--- config.mk ---
export PLATFORM = sky130hd
export DESIGN_NAME = fetch_ctrl
export DESIGN_NICKNAME = d
export VERILOG_FILES = /design/src/rtl/fetch_pkg.sv /design/src/rtl/fetch_addr_check.sv /design/src/rtl/fetch_ctrl.sv
export SDC_FILE = /design/constraint.sdc
export NUM_CORES = 1
export LEC_CHECK = 0
export CORE_ASPECT_RATIO = 1.75
export CORE_MARGIN = 2
export CORE_UTILIZATION = 45
export CTS_CLUSTER_SIZE = 14
export DETAILED_ROUTE_END_ITERATION = 6
export PLACE_DENSITY = 0.83
export SLEW_MARGIN = 20
export SYNTH_ARGS = -nofsm -noshare
export SYNTH_HDL_FRONTEND = slang
export SYNTH_SLANG_ARGS = --single-unit
--- constraint.sdc ---
create_clock -name clk -period 2.7 [get_ports clk]
set_input_delay 0.81 -clock clk [delete_from_list [all_inputs] [get_ports clk]]
set_output_delay 0.81 -clock clk [all_outputs]
set_load 0.005 [all_outputs]
--- src/rtl/fetch_pkg.sv ---
// rtl/fetch_pkg.sv - fetch_ctrl shared types and default address constants
package fetch_pkg;

  typedef enum logic [1:0] {
    REFILL = 2'd0,
    RUN    = 2'd1,
    STALL  = 2'd2
  } fetch_state_e;

  localparam logic [31:0] DEF_RESET_PC   = 32'h0000_3000;
  localparam logic [31:0] DEF_HANDLER_PC = 32'h0000_4180;
  localparam logic [31:0] DEF_IM_BASE    = 32'h0000_3000;
  localparam logic [31:0] DEF_IM_LIMIT   = 32'h0000_4ffc;
  localparam logic [31:0] NOP            = 32'h0000_0000;

endpackage

--- src/rtl/fetch_addr_check.sv ---
// rtl/fetch_addr_check.sv - combinational AdEL check of a fetch address
module fetch_addr_check #(
  parameter logic [31:0] IM_BASE  = 32'h0000_3000,
  parameter logic [31:0] IM_LIMIT = 32'h0000_4ffc
) (
  input  logic [31:0] addr,
  output logic        adel
);

  assign adel = (addr[1:0] != 2'b00) || (addr < IM_BASE) || (addr > IM_LIMIT);

endmodule

--- src/rtl/fetch_ctrl.sv ---
// rtl/fetch_ctrl.sv - IF-stage fetch sequencer; FETCH_ADEL_EN enables AdEL range/alignment checking
module fetch_ctrl
  import fetch_pkg::*;
#(
  parameter logic [31:0] RESET_PC   = DEF_RESET_PC,
  parameter logic [31:0] HANDLER_PC = DEF_HANDLER_PC,
  parameter logic [31:0] IM_BASE    = DEF_IM_BASE,
  parameter logic [31:0] IM_LIMIT   = DEF_IM_LIMIT
) (
  input  logic        clk,
  input  logic        reset,
  input  logic        stall,
  input  logic        br_valid,
  input  logic [31:0] br_target,
  input  logic        exc_req,
  input  logic        eret_req,
  input  logic [31:0] epc,
  output logic [11:0] im_addr,
  input  logic [31:0] im_rdata,
  output logic        if_valid,
  output logic [31:0] if_pc,
  output logic [31:0] if_instr,
  output logic        if_adel
);

  fetch_state_e state, state_d;
  logic [31:0]  pc_q, pc_d;
  logic [31:0]  rsp_pc_q, rsp_pc_d;
  logic [31:0]  hold_q, hold_d;
  logic [31:0]  cur_instr;
  logic         rsp_adel;
  logic         advance;

`ifdef FETCH_ADEL_EN
  logic        rsp_adel_q, rsp_adel_d;
  logic        issue_adel;
  logic [31:0] im_off;

  fetch_addr_check #(
    .IM_BASE  (IM_BASE),
    .IM_LIMIT (IM_LIMIT)
  ) u_addr_check (
    .addr (pc_q),
    .adel (issue_adel)
  );

  assign im_off   = pc_q - IM_BASE;
  assign im_addr  = im_off[13:2];
  assign rsp_adel = rsp_adel_q;
`else
  assign im_addr  = pc_q[13:2];
  assign rsp_adel = 1'b0;
`endif

  always_comb begin
    state_d   = state;
    pc_d      = pc_q;
    rsp_pc_d  = rsp_pc_q;
    hold_d    = hold_q;
    advance   = 1'b0;
`ifdef FETCH_ADEL_EN
    rsp_adel_d = rsp_adel_q;
`endif

    // STALL replays the captured word; RUN shows the memory response directly
    cur_instr = (state == STALL) ? hold_q : (rsp_adel ? NOP : im_rdata);
    if_valid  = (state != REFILL) && !exc_req && !eret_req;
    if_pc     = rsp_pc_q;
    if_instr  = if_valid ? cur_instr : NOP;
    if_adel   = if_valid && rsp_adel;

    if (exc_req) begin
      pc_d    = HANDLER_PC;
      state_d = REFILL;
    end else if (eret_req) begin
      pc_d    = epc;
      state_d = REFILL;
    end else if (br_valid && !stall) begin
      pc_d    = br_target;
      state_d = REFILL;
    end else if (stall && state != REFILL) begin
      if (state == RUN) hold_d = cur_instr;
      state_d = STALL;
    end else begin
      advance = 1'b1;
    end

    // pc_q stays put across a stall, so memory already holds its data on release
    if (advance) begin
      rsp_pc_d = pc_q;
      pc_d     = pc_q + 32'd4;
      state_d  = RUN;
`ifdef FETCH_ADEL_EN
      rsp_adel_d = issue_adel;
`endif
    end
  end

  always_ff @(posedge clk) begin
    if (!reset) begin
      state    <= REFILL;
      pc_q     <= RESET_PC;
      rsp_pc_q <= RESET_PC;
      hold_q   <= NOP;
`ifdef FETCH_ADEL_EN
      rsp_adel_q <= 1'b0;
`endif
    end else begin
      state    <= state_d;
      pc_q     <= pc_d;
      rsp_pc_q <= rsp_pc_d;
      hold_q   <= hold_d;
`ifdef FETCH_ADEL_EN
      rsp_adel_q <= rsp_adel_d;
`endif
    end
  end

endmodule

* Yosys cells after proc, flatten, opt, wreduce, memory -nomap -nowiden
Index checks and enable logic that the tools add are counted.
** Storage, ports and cells
- Output and inout port bits :: 78
- Register bits :: 98
** Operators by class
- Reduce and logical (&&, ||, !) cells :: 12
- Bitwise gates (word level) :: 4
- Multiplexer cells :: 15
- Add/subtract/negate cells :: 1
- Equal/unequal tests :: 2
** Operator list (count)
- 32-bit two-way mux :: 6
- 32-bit by 3-bit adder with 32-bit output, second input constant :: 1
- 1-bit two-way mux :: 9
- 5-bit AND reduction :: 1
- 5-bit nonzero test :: 1
- 5-bit OR reduction :: 1
- 1-bit logical AND :: 4
- 1-bit inverter :: 4
- 4-bit nonzero test :: 1
- 1-bit zero test :: 3
- 2-bit by 1-bit equality test with 1-bit output, second input constant :: 1
- 2-bit equality test, second input constant :: 1
- 2-bit nonzero test :: 1

* Logic depth before layout (Yosys ltp)
- Depth in word-level cells :: 7
- Depth in mapped cells :: 7

* Worst setup path before layout
OpenSTA, ideal clock, no wires.
- Path kind :: input port to output port
- From :: in eret_req
- To :: out if_instr[22]
- Arrival :: 1.636 ns
- Path buffers :: 2
- Stages :: 5
- Slack :: 0.254 ns
- Cell sequence :: buf_2 nor2_4 o21ai_1 clkbuf_1 a21oi_1
** On the way
- Cells in the longest elaborated chain, start to end :: 3
** RTL lines
- start: declaration :: RTL line fetch_ctrl.sv:16 : input logic eret_req,
- 1-bit zero test :: RTL line fetch_ctrl.sv:67 : if_valid = (state != REFILL) && !exc_req && !eret_req;
- 1-bit logical AND :: RTL line fetch_ctrl.sv:67
- 32-bit two-way mux :: RTL line fetch_ctrl.sv:69 : if_instr = if_valid ? cur_instr : NOP;
- end: declaration :: RTL line fetch_ctrl.sv:22 : output logic [31:0] if_instr,
Every way passes these cells.

* Worst setup path in the final report
- From :: in exc_req
- To :: out if_instr[1]
** On the way
- Cells in the longest elaborated chain, start to end :: 4
** RTL lines
- start: declaration :: RTL line fetch_ctrl.sv:15 : input logic exc_req,
- 1-bit zero test :: RTL line fetch_ctrl.sv:67
- 1-bit logical AND (2 in series) :: RTL line fetch_ctrl.sv:67
- 32-bit two-way mux :: RTL line fetch_ctrl.sv:69
Every way passes these cells.

==> metrics.md <==
| Metric | Value |
|---|---|
| Final period util | 98.0% |
| HP Class | reg2reg |
| R2R Setup Slk | 490 ps |
| Synth Register Bits | 98 |
| Async set-reset flop share out of synthesis | 0% |
| Power Dens Cells | 431 nW/um2 |
| Maxcap violations | 0 |
| GR Util All Layers | 27.3% |
| Pleak | 0.00308 uW |
| Worst vdd ir | 333 uV |
| Critical path buffers and inverters | 3 |
| Worst R2R End | pc_q[16] |
| Die height | 147 um |
| CTS tree | yes |
| Final ANT Viol Nets | 0 |
| Clock sink total | 98 |
| Total wire length | 17400 um |
| Clk root buf | clkbuf_16 |
| Sequential-to-total area share from yosys stat | 37.5% |
| CTS Buffer Depth | 2 |
| Mapped Cells | 716 |
| Top post-synthesis cells by area | dfxtp_1 (38%), nand2_1 (16%), a21oi_1 (11%) |
| DP Worst Slack | -475 ps |
| Mapped Nets | 819 |
| Tmin final | 2650 ps |
| CTS clk-pin slew, worst paths | 60 ps |
| Die Area | 12500 um2 |
| Critical path, cell by cell | buf_2, nor2_4, o21ai_4, bufbuf_16, a21oi_1, dlygate4sd2_1 |
| Initial DRC Count | 256 |
| Vias per std cell | 5.57 |
| WP depth | 6 |
| Post-synth EDFFs | 0 |
| Netlist cell types | 63 |
| Worst reg2reg path depth | 6 |
| Top_reg_cell synth | dfxtp_1 |
| Core footprint | 11500 um2 |
| Actual transition at the worst max-transition pin | 618 ps |
| Worst Path Class, Setup | in2out |
| Synth area leader | dfxtp_1 |
| Estimated wirelength of the detail-placed design | 12700 um |
| Inserted Diodes | 0 |
| Layout cells sized above 1 | 12.0% |
| Max_slew headroom | 58.5% |
| Residual DRC count | 0 |
| Crit end category | output port |
| # hold bufs at CTS | 0 |
| First drt pass iteration count | 5 |
| Syn Std Cell Area | 5230 um2 |
| Startpoint types | input port |
| Commonest non-fill, non-tap cell in the layout | nand2_1 |
| Io pins | 180 |
| Delay of the slowest critical-path stage | 290 ps |
| CTS buffer count | 9 |
| Hold depth | 2 |
| Yosys top cell area share | 37.5% |
| Vias | 5863 |
| Max frequency | 378 MHz |
| RSZ-0062 raised after global routing | false |
| Horiz. Die Dim | 85.5 um |
| CP max-delay cell | bufbuf_16 |
| H-tree depth | 3 |
| Worst skew pair latency | 340 ps |
| CP max FO | 16 |
| Overflow after GRT | 0 |
| Final setup skew | 8.02 ps |
| Final setup fails | 0 |
| Synth-to-layout area growth | 48.1% |
| Crit path from | exc_req |
| GP Congestion | 0.971 |
| Worst EP arrival | 1840 ps |
| Critical R2R Launch | pc_q[2] |
| Layout Nets | 1015 |
| Delay-heaviest family, CP | buffers and inverters |
| Antenna violations before repair | 0 |
| End point of the critical path | if_instr[1] |
| Total number of yosys warnings | 0 |
| Worst setup margin | 54.5 ps |
| Vias in the first global route | 5663 |
| Final hold vios | 0 |
| Critical path required time | 1890 ps |
| Design area | 7740 um2 |
| Largest net degree at the start of global routing | 52 |
| Wire per inst | 16.6 um |
| Initial Util | 45.7% |
| Syn Area/Cell | 7.31 um2 |
| Rows | 52 |
| First-pass GRT wire length | 27600 um |
| Outcome | completed |
| Dpl cell area | 7410 um2 |
| Final Max Slew Viols | 0 |
| PortBufs | 178 |
| Commonest cells after routing, fill and taps aside | nand2_1 (224), clkdlybuf4s50_1 (144), a21oi_1 (119), dfxtp_1 (98), buf_4 (64) |
==> cells by family after synthesis <==
group / count (synthesis) / synth area share (%)
other cells: 1 / 0.0717
simple gates: 315 / 27.5
compound gates: 203 / 22.6
fa+ha+maj: 1 / 0.239
mux: 21 / 4.04
xor+xnor: 4 / 0.670
buf+inv: 73 / 7.46
flops: 98 / 37.5
==> metal layers <==
metal	vias up	GRT usage, %	routed length (um)
li1	2873	-	-
met1	2683	29.5	6350
met2	248	49.3	9130
met3	59	3.67	934
met4	0	16.3	1020
met5	-	0	0
==> Yosys cell counts, drive strengths merged (3+ instances only) <==
| library cell | number |
|---|---|
| o22ai | 10 |
| nor4 | 4 |
| or4 | 4 |
| a22oi | 3 |
| dfxtp | 98 |
| nor2 | 19 |
| buf | 29 |
| nor3 | 7 |
| and4 | 5 |
| mux2i | 20 |
| inv | 8 |
| o311ai | 3 |
| a21oi | 119 |
| nand3 | 20 |
| and3 | 5 |
| nand2b | 3 |
| o32a | 6 |
| nand4 | 14 |
| nand2 | 226 |
| o21ai | 30 |
| o221ai | 3 |
| a22o | 3 |
| clkbuf | 36 |
| xor2 | 3 |
| o211ai | 8 |
| a31oi | 8 |
==> worst min-delay path by stage <==
stage / end / from
after floorplan: if_pc[0] / pc_q[0]
after global placement: if_pc[2] / if_pc[2]
after detailed placement: hold_q[9] / hold_q[9]
after CTS: if_pc[9] / if_pc[9]
after global routing: hold_q[5] / hold_q[5]
final: if_pc[9] / if_pc[9]
==> power by group <==
part           switching (uW)  leakage [uW]  internal, uW
combinational             224       0.00213           299
sequential               49.2      0.000795          1480
clock                     561      0.000147           722
total                     834       0.00308          2500
==> worst register-to-register path, delay by kind of cell, from the launching register on <==
family / cells / cell delay [ps]
and+or+nand+nor: 3 / 920
AOI/OAI and AO/OA: 2 / 490
DFF: 1 / 450
adders and majority gates: 1 / 280
==> flip-flops by register name, indices dropped and copies added, names as in the netlist <==
register	cells
hold_q	32
if_pc	32
pc_q	32
state	2
==> area by class of cell <==
type | instances | area, um2
well taps | 135 | 169
inverters | 8 | 30.0
fillers | 964 | 3710
flip-flops and latches | 98 | 1960
repair buffers | 250 | 2380
multi-input cells | 545 | 2900
clock buffers | 10 | 229
clock inverters | 6 | 66.3
==> per-stage QoR <==
step | instances | TNS, ps | total power, uW | hold WS [ps] | utilization [%]
2_1_floorplan | 716 | 0 | 1770 | 432 | -
3_3_place_gp | 1031 | -13480 | 2070 | 441 | 64.7
3_5_place_dp | 1031 | -14110 | 2080 | 447 | 64.7
4_1_cts | 1052 | 0 | 3360 | 456 | 67.6
5_1_grt | 1052 | 0 | 3460 | 473 | 67.6
6_report | 1052 | 0 | 3340 | 452 | 67.6
==> repair_timing <==
action / CTS / global route
endpoints found under the setup margin: 33 / 0
buffers inserted: 4 / 0
gates resized for setup: 37 / 0
Power figures use the tool's default switching activity.
